## config.mk

```make
export PLATFORM = sky130hd
export DESIGN_NAME = player_count_ctrl
export DESIGN_NICKNAME = d
export VERILOG_FILES = /design/src/rtl/player_count_pkg.sv /design/src/rtl/player_count_ctrl_timer.sv /design/src/rtl/player_count_ctrl.sv
export SDC_FILE = /design/constraint.sdc
export NUM_CORES = 1
export LEC_CHECK = 0
export CORE_MARGIN = 4
export CORE_UTILIZATION = 54
export CTS_BUF_LIST = sky130_fd_sc_hd__clkbuf_8
export CTS_CLUSTER_SIZE = 16
export DETAILED_ROUTE_END_ITERATION = 8
export PLACE_DENSITY_LB_ADDON = 0.15
export SLEW_MARGIN = 40
export SYNTH_ARGS = -nofsm -noshare
export SYNTH_HDL_FRONTEND = slang
export SYNTH_HIERARCHICAL = 1
export SYNTH_SLANG_ARGS = --single-unit
```

## constraint.sdc

```tcl
create_clock -name clk -period 2.16 [get_ports clk]
set_input_delay 0.324 -clock clk [delete_from_list [all_inputs] [get_ports clk]]
set_output_delay 0.324 -clock clk [all_outputs]
set_load 0.02 [all_outputs]
```

## src/rtl/player_count_pkg.sv

```systemverilog
// Shared types for the player count controller: FSM states, operations
// and the request-vector priority decode.
package player_count_pkg;

    typedef enum logic [1:0] {
        IDLE   = 2'd0,
        SETTLE = 2'd1,
        ACTION = 2'd2,
        HOLD   = 2'd3
    } state_t;

    typedef enum logic [1:0] {
        OP_NONE = 2'd0,
        OP_INC  = 2'd1,
        OP_DEC  = 2'd2,
        OP_CLR  = 2'd3
    } op_t;

    // v = {clr, down, up}; clr wins, up together with down cancels out.
    function automatic op_t decode_op(input logic [2:0] v);
        if (v[2])
            return OP_CLR;
        else if (v[1] && v[0])
            return OP_NONE;
        else if (v[0])
            return OP_INC;
        else if (v[1])
            return OP_DEC;
        else
            return OP_NONE;
    endfunction

endpackage

```

## src/rtl/player_count_ctrl_timer.sv

```systemverilog
// pc_timer: loadable up-counter; done is high while the count equals TERM.
module pc_timer #(
    parameter int          W    = 16,
    parameter logic [W-1:0] TERM = '0
) (
    input  logic         clk,
    input  logic         rst_n,
    input  logic         load,
    input  logic [W-1:0] load_val,
    input  logic         en,
    output logic         done
);

    logic [W-1:0] value;

    always_ff @(posedge clk) begin
        if (!rst_n)
            value <= '0;
        else if (load)
            value <= load_val;
        else if (en)
            value <= value + 1'b1;
    end

    assign done = (value == TERM);

endmodule

```

## src/rtl/player_count_ctrl.sv

```systemverilog
// Debounced up/down/clear player counter with saturation.
// Optional auto-repeat while up or down is held: PLAYER_COUNT_AUTO_REPEAT_EN.
module player_count_ctrl
    import player_count_pkg::*;
#(
    parameter int DEBOUNCE_CYCLES = 16,
    parameter int REPEAT_CYCLES   = 5000000,
    parameter int COUNT_W         = 4,
    parameter int MIN_COUNT       = 1,
    parameter int MAX_COUNT       = 9
) (
    input  logic               clk,
    input  logic               rst_n,
    input  logic               up,
    input  logic               down,
    input  logic               clr,
    output logic [COUNT_W-1:0] count,
    output logic               inc_evt,
    output logic               dec_evt,
    output logic               clr_evt,
    output logic               at_min,
    output logic               at_max,
    output logic               busy,
    output logic [1:0]         dbg_state
);

    localparam logic [COUNT_W-1:0] MIN_V = COUNT_W'(MIN_COUNT);
    localparam logic [COUNT_W-1:0] MAX_V = COUNT_W'(MAX_COUNT);

    state_t     state;
    logic [2:0] v;
    logic [2:0] v_q;
    logic       st_load, st_en, st_done;

    assign v         = {clr, down, up};
    assign dbg_state = state;

    // One timer serves both press settling and release debounce.
    always_comb begin
        st_load = 1'b0;
        st_en   = 1'b0;
        case (state)
            IDLE:    st_load = 1'b1;
            SETTLE:  st_en   = (v == v_q) && !st_done;
            ACTION:  st_load = 1'b1;
            HOLD: begin
                if (v != 3'b000)
                    st_load = 1'b1;
                else
                    st_en = !st_done;
            end
            default: st_load = 1'b1;
        endcase
    end

    pc_timer #(
        .W    (16),
        .TERM (16'(DEBOUNCE_CYCLES - 1))
    ) u_settle_timer (
        .clk      (clk),
        .rst_n    (rst_n),
        .load     (st_load),
        .load_val (16'd0),
        .en       (st_en),
        .done     (st_done)
    );

`ifdef PLAYER_COUNT_AUTO_REPEAT_EN
    logic        rep_cancel, rep_ok, rp_load, rp_en, rp_done;
    logic [23:0] rp_val;

    assign rep_ok  = !rep_cancel && (v == v_q) && (v_q == 3'b001 || v_q == 3'b010);
    assign rp_load = (state == IDLE) || (state == ACTION);
    // ACTION itself is the first cycle of the next repeat interval.
    assign rp_val  = (state == ACTION) ? 24'd1 : 24'd0;
    assign rp_en   = (state == HOLD) && rep_ok && !rp_done;

    pc_timer #(
        .W    (24),
        .TERM (24'(REPEAT_CYCLES - 1))
    ) u_repeat_timer (
        .clk      (clk),
        .rst_n    (rst_n),
        .load     (rp_load),
        .load_val (rp_val),
        .en       (rp_en),
        .done     (rp_done)
    );
`endif

    always_ff @(posedge clk) begin
        if (!rst_n) begin
            state   <= IDLE;
            v_q     <= 3'b000;
            count   <= MIN_V;
            at_min  <= 1'b1;
            at_max  <= 1'b0;
            inc_evt <= 1'b0;
            dec_evt <= 1'b0;
            clr_evt <= 1'b0;
            busy    <= 1'b0;
`ifdef PLAYER_COUNT_AUTO_REPEAT_EN
            rep_cancel <= 1'b0;
`endif
        end else begin
            inc_evt <= 1'b0;
            dec_evt <= 1'b0;
            clr_evt <= 1'b0;
            case (state)
                IDLE: begin
                    if (v != 3'b000) begin
                        state <= SETTLE;
                        v_q   <= v;
                        busy  <= 1'b1;
                    end
                end
                SETTLE: begin
                    if (v != v_q) begin
                        state <= IDLE;
                        busy  <= 1'b0;
                    end else if (st_done) begin
                        state <= ACTION;
                    end
                end
                ACTION: begin
                    case (decode_op(v_q))
                        OP_CLR: begin
                            count   <= MIN_V;
                            at_min  <= 1'b1;
                            at_max  <= 1'b0;
                            clr_evt <= 1'b1;
                        end
                        OP_INC: begin
                            if (count != MAX_V) begin
                                count   <= count + 1'b1;
                                at_min  <= 1'b0;
                                at_max  <= (count == MAX_V - 1'b1);
                                inc_evt <= 1'b1;
                            end
                        end
                        OP_DEC: begin
                            if (count != MIN_V) begin
                                count   <= count - 1'b1;
                                at_max  <= 1'b0;
                                at_min  <= (count == MIN_V + 1'b1);
                                dec_evt <= 1'b1;
                            end
                        end
                        default: ;
                    endcase
                    state <= HOLD;
`ifdef PLAYER_COUNT_AUTO_REPEAT_EN
                    rep_cancel <= 1'b0;
`endif
                end
                HOLD: begin
`ifdef PLAYER_COUNT_AUTO_REPEAT_EN
                    if (v != v_q)
                        rep_cancel <= 1'b1;
                    if (rep_ok && rp_done)
                        state <= ACTION;
                    else
`endif
                    if (v == 3'b000 && st_done) begin
                        state <= IDLE;
                        busy  <= 1'b0;
                    end
                end
                default: begin
                    state <= IDLE;
                    busy  <= 1'b0;
                end
            endcase
        end
    end

endmodule

```

==> run metrics, run 1 <==
run status=completed; most flop-heavy register=u_settle_timer/value; Worst Path Class, Setup=reg2reg; ANT cells=0; Post-Synth XOR/XNOR Area=0.0877; Hold/Removal Path Class=reg2reg; Worst Skew=0.00378 ns; Reg clk slew, reported paths=~0.070 ns; fin nets=between 300 and 400; minimum clock period=2.12 ns; Routed WL=4540 microns; Avg WL per Cell=~13 microns; Synth Area in Compound Gates=0.176; slew margin rel.=0.641; largest area contributor in the netlist=dfxtp_1; startpoint types=flop; period utilization=0.981; hold-fix buffers at CTS=0; CTS root buf=clkbuf_8; aggregate global routing overflow=0; max FFs per register=16; Iter 0 DRT Violations=91; initial antenna violation count=0; #FFs+latches synth=31; critical path arrival=2.34 ns; commonest non-fill, non-tap cell in the layout=buf_4; Cell Area, Synth=1900 sq um; multi-input logic area=1270 sq um; actual slew at the worst max-slew pin=0.538 ns; Seq pwr share=0.434; Pleak=1.07 nW; asr flop ratio synth=0; post-route design area=~2600 sq um; combinational share of power=0.215; Top-Level Pins=17; multiplexer share of the synthesized area=0.0211; Die ar.=around 4500 sq um; Post-Synth Simple-Gate Area=0.256; fmax=472 MHz; Primary FF master, synth=dfxtp_1; max_cap viols=0; CTS H-tree depth=2; first-pass GRT wire length=7950 microns; final slew viol count=0; CP endpoint kind=flop; Total GRT Usage=0.228; antenna-violating nets left=0; DR pass1 iterations=4; Synth cell types=49; post-synthesis adder-cell area fraction=0.0659; largest registers=u_settle_timer/value x16, count x4, v_q x3; CTS tree=yes; warning count from the yosys run=6; Chip Width=~67 microns; maximum VDD drop=476 uV; Power Density=565 nW/um^2; Sw Share=0.285; Setup TNS Final=0 ns; Port Buffers=16; largest net degree at the start of global routing=17; Post-route DRC=0; largest family of logic cells by synthesized area=simple AND/OR/NAND/NOR gates; main area contributors after synthesis=dfxtp_1, ha_1, xnor2_1; Vias/cell=5.44; Num Clock Sinks=31; WHS=0.461 ns; routability cong.=0.879; num rows=21; cells after synthesis=226; Worst EP required=2.38 ns; internal power=0.00104 W; Cell Area, Placed=2430 sq um; commonest cells after routing, fill and taps aside=buf_4, dfxtp_1, nand2_1, a21oi_1, conb_1; synthesis-to-layout area growth=35.9%; post-synth top area share=0.327; Worst-Skew Late Latency=about 0.29 ns; Layout fillers=260; Detail Placement HPWL=3280 microns; deepest clock path buffer count=2; Die H=slightly below 70 microns; layout cells sized above 1=0.229; core area=3360 sq um; RSZ-0062 raised after global routing=true; Post-synth EDFFs=0; Syn Area/Cell=8.40 sq um; Num CTS Buffers=5; vias in the first global route=1807; clock share of power=0.351; Seq/Total Area, Yosys=0.327; Hold Violations, Final=0; final setup vio count=0; Starting Density=0.564; largest fanout on the critical path=4; register area=624 sq um; sw power=0.000416 W; vias=1840
[critical path: stages, from the launching register on]
cell      delay [ns]
dfxtp_1         0.35
buf_4           0.13
inv_1           0.04
a21oi_1         0.26
inv_1           0.13
ha_1            0.23
mux2i_1         0.14
o21ai_1         0.13
or4_1           0.49
a21boi_1        0.15
[worst paths after layout]
check	start	end	slack (ns)	cells past startpoint
hold / removal	at_max	at_max	0.46	2
setup / recovery	v_q[1]	at_max	0.04	9
setup reg to reg	v_q[1]	at_max	0.04	9
hold reg to reg	at_max	at_max	0.46	2
[cell type report]
cell class                      instances  share of cell area
Clock buffer                            7              0.0374
Inverter                               15              0.0218
Clock inverter                          1             0.00146
Sequential cell                        31               0.242
Timing Repair Buffer                   54               0.182
Multi-Input combinational cell        184               0.492
Tap cell                               46              0.0223
[metal layers]
layer | routed length (microns) | vias up | track usage | share of wire
met4 | 65 | 0 | 0.0886 | 0.014
met3 | 163 | 7 | 0.0399 | 0.036
met1 | 1970 | 874 | 0.276 | 0.43
li1 | - | 914 | - | -
met5 | 0 | - | 0 | 0
met2 | 2330 | 45 | 0.400 | 0.51
[power by group through the flow]
| stage | registers (W) | clock network, W | logic [W] |
|---|---|---|---|
| 2_1_floorplan | 0.000658 | 0 | 0.000161 |
| 3_3_place_gp | 0.000642 | 0 | 0.000293 |
| 3_5_place_dp | 0.000643 | 0 | 0.000301 |
| 4_1_cts | 0.000630 | 0.000519 | 0.000302 |
| 5_1_grt | 0.000635 | 0.000552 | 0.000348 |
| 6_report | 0.000632 | 0.000512 | 0.000313 |
[cell families (layout without fill, tap and decap cells)]
logic type | count (synthesis) | after routing
simple gates | 81 | 81
compound gates | 54 | 54
flops | 31 | 31
buf+inv | 26 | 77
xor+xnor | 19 | 19
fa+ha+maj | 10 | 10
mux | 4 | 4
other cells | 1 | 16
[cell usage after synthesis (all sizes together), types with 3 or more instances]
| library cell | instances |
|---|---|
| nor2 | 14 |
| xor2 | 7 |
| dfxtp | 31 |
| and2 | 3 |
| a21oi | 17 |
| nand3 | 6 |
| nand4 | 7 |
| mux2i | 4 |
| nor3 | 9 |
| or4 | 3 |
| inv | 14 |
| ha | 10 |
| nor2b | 3 |
| o21ai | 15 |
| o22ai | 3 |
| nor4 | 7 |
| clkbuf | 4 |
| buf | 7 |
| a22oi | 3 |
| xnor2 | 12 |
| nand2b | 5 |
| nand2 | 19 |
[metrics by stage]
| stage | util | worst slack (ns) | power (W) | instances |
|---|---|---|---|---|
| final | 0.767 | 0.0402 | 0.00146 | 338 |
| after global routing | 0.767 | -0.129 | 0.00153 | 338 |
| after CTS | 0.757 | 0.0238 | 0.00145 | 338 |
| after detailed placement | 0.723 | -0.444 | 0.000943 | 330 |
| after global placement | 0.723 | -0.365 | 0.000935 | 330 |
| after floorplan | - | 0.00148 | 0.000819 | 241 |
[repair_timing]
action                     4_1_cts  5_1_grt
setup endpoints to repair       10        9
setup buffers                    0        0
hold endpoints to repair         0        0
pin swaps                        6        9
gates resized for setup          6        7
No activity file was read; power rests on OpenSTA's default activity.
==> inputs of run 2 (changes only) <==
--- a/config.mk
+++ b/config.mk
@@ -10,6 +10,7 @@
 export CTS_BUF_LIST = sky130_fd_sc_hd__clkbuf_8
 export CTS_CLUSTER_SIZE = 16
 export DETAILED_ROUTE_END_ITERATION = 8
+export MAX_ROUTING_LAYER = met4
 export PLACE_DENSITY_LB_ADDON = 0.15
 export SLEW_MARGIN = 40
 export SYNTH_ARGS = -nofsm -noshare
==> run metrics, run 2 (same netlist as run 1, synthesis figures left out) <==
Layout Cells excl Fill=340 (+0.59%); max_cap viols=0 (unchanged); CTS tree=yes; fmax=476 MHz (+0.97%); Post-route DRC=0 (unchanged); Num Clock Sinks=31 (unchanged); Die ar.=4530 sq um (unchanged); Sw Share=0.293 (+0.00717); period utilization=0.972 (-0.00938); overall power=0.00136 W (-6.8%); layout cells sized above 1=0.235 (+0.00524); commonest non-fill, non-tap cell in the layout=buf_4; ANT cells=0 (unchanged); Pleak=1.08 nW (+1.3%); Avg WL per Cell=12.7 microns (-5.7%); vias in the first global route=1657 (-8.3%); Total GRT Usage=0.223 (-0.00565); RSZ-0062 raised after global routing=true; final setup vio count=0 (unchanged); first-pass GRT wire length=7510 microns (-5.5%); Starting Density=0.564 (unchanged); routability cong.=0.884 (+0.58%); antenna-violating nets left=0 (unchanged); critical path arrival=2.28 ns (-0.06 ns); Reg clk slew, reported paths=0.06 ns (about the same); hold-fix buffers at CTS=0 (unchanged); combinational share of power=0.222 (+0.007); core area=3360 sq um (unchanged); Layout fillers=261 (+0.38%); Hold/Removal Path Class=reg2reg; final slew viol count=0 (unchanged); minimum clock period=2.10 ns (-0.0203 ns); Vias/cell=5.26 (-3.4%); Worst Path Class, Setup=reg2reg; DR pass1 iterations=4 (unchanged); Seq pwr share=0.468 (+0.034); max FFs per register=16 (unchanged); commonest cells after routing, fill and taps aside=buf_4, dfxtp_1, nand2_1, conb_1, inv_1; final worst slack=0.0604 ns (+0.0203 ns); internal power=0.000961 W (-7.8%); aggregate global routing overflow=0 (unchanged); Detail Placement HPWL=3050 microns (-7.0%); largest registers=u_settle_timer/value x16, count x4, v_q x3; most flop-heavy register=u_settle_timer/value; WHS=0.456 ns (-0.00522 ns); Routed WL=4300 microns (-5.1%); num rows=21 (unchanged); Iter 0 DRT Violations=129 (+42%); actual slew at the worst max-slew pin=0.566 ns (+0.0287 ns); Setup TNS Final=0 ns (unchanged); slew margin rel.=0.621 (-0.0192); Power Density=529 nW/um^2 (-6.4%); deepest clock path buffer count=2 (unchanged); Die H=67.3 microns (unchanged); Top-Level Pins=17 (unchanged); run status=completed; Num CTS Buffers=5 (unchanged); CP endpoint kind=flop; largest net degree at the start of global routing=16 (-1); clock share of power=0.309 (-0.042); # placed instances=332 (+0.61%); CTS H-tree depth=2 (unchanged); Port Buffers=16 (unchanged); maximum VDD drop=470 uV (-1.3%); fin nets=310 (+1.3%); Chip Width=67.3 microns (unchanged); Hold Violations, Final=0 (unchanged); CTS root buf=clkbuf_8; Worst-Skew Late Latency=0.29 ns (about the same); startpoint types=flop; Worst EP required=2.34 ns (-0.04 ns); Placement Setup Slack=-0.407 ns (+0.0369 ns); sw power=0.000397 W (-4.5%); largest fanout on the critical path=5 (+1); Worst Skew=0.00581 ns (+0.00203 ns); vias=1788 (-2.8%); initial antenna violation count=0 (unchanged); synthesis-to-layout area growth=35.3%
[run 2: worst paths after layout]
check	from	end	slack (ns)	cells after the start
setup reg to reg	v_q[1]	u_settle_timer/value[15]	0.06	9
setup / recovery	v_q[1]	u_settle_timer/value[15]	0.06	9
hold / removal	at_max	at_max	0.46	2
hold reg to reg	at_max	at_max	0.46	2
[run 2: per-stage QoR]
step	cell area, sq um	util
after floorplan	1970	-
after global routing	2570	0.763
after detailed placement	2420	0.720
after global placement	2420	0.720
after CTS	2530	0.753
final	2570	0.763
[run 2: repair_timing]
item                                    CTS  global route
setup buffers                             2             0
endpoints found under the setup margin   10            13
resized for setup                         6             8
pin swaps                                 6             7
[run 2: critical path, stage by stage, from the launching register on]
cell	delay [ns]
dfxtp_2	0.32
xor2_1	0.15
or4_4	0.52
a21oi_2	0.15
buf_6	0.13
nand4_1	0.12
buf_4	0.17
nor4_4	0.21
xnor2_1	0.14
a21oi_1	0.08
[run 2: routing by layer]
layer / share of wire / routed length [microns] / up-vias / global-route usage
li1: - / - / 920 / -
met1: 0.45 / 1950 / 816 / 0.287
met2: 0.48 / 2080 / 40 / 0.346
met3: 0.038 / 163 / 12 / 0.0399
met4: 0.024 / 104 / 0 / 0.0861
met5: 0 / 0 / - / -
[run 2: final cells by class]
| type | count | area [sq um] | area share |
|---|---|---|---|
| Tap cell | 46 | 57.6 | 0.0224 |
| Sequential cell | 31 | 626 | 0.244 |
| Clock inverter | 1 | 3.75 | 0.00146 |
| Multi-Input combinational cell | 184 | 1280 | 0.497 |
| Inverter | 15 | 56.3 | 0.0219 |
| Clock buffer | 5 | 68.8 | 0.0268 |
| Timing Repair Buffer | 58 | 479 | 0.187 |
[run 2: power by group through the flow]
stage	logic [W]	clock network, W	registers (W)
floorplan	0.000161	0	0.000658
global placement	0.000287	0	0.000642
detailed placement	0.000291	0	0.000642
CTS	0.000296	0.000432	0.000632
global route	0.000336	0.000460	0.000639
finish	0.000302	0.000420	0.000636
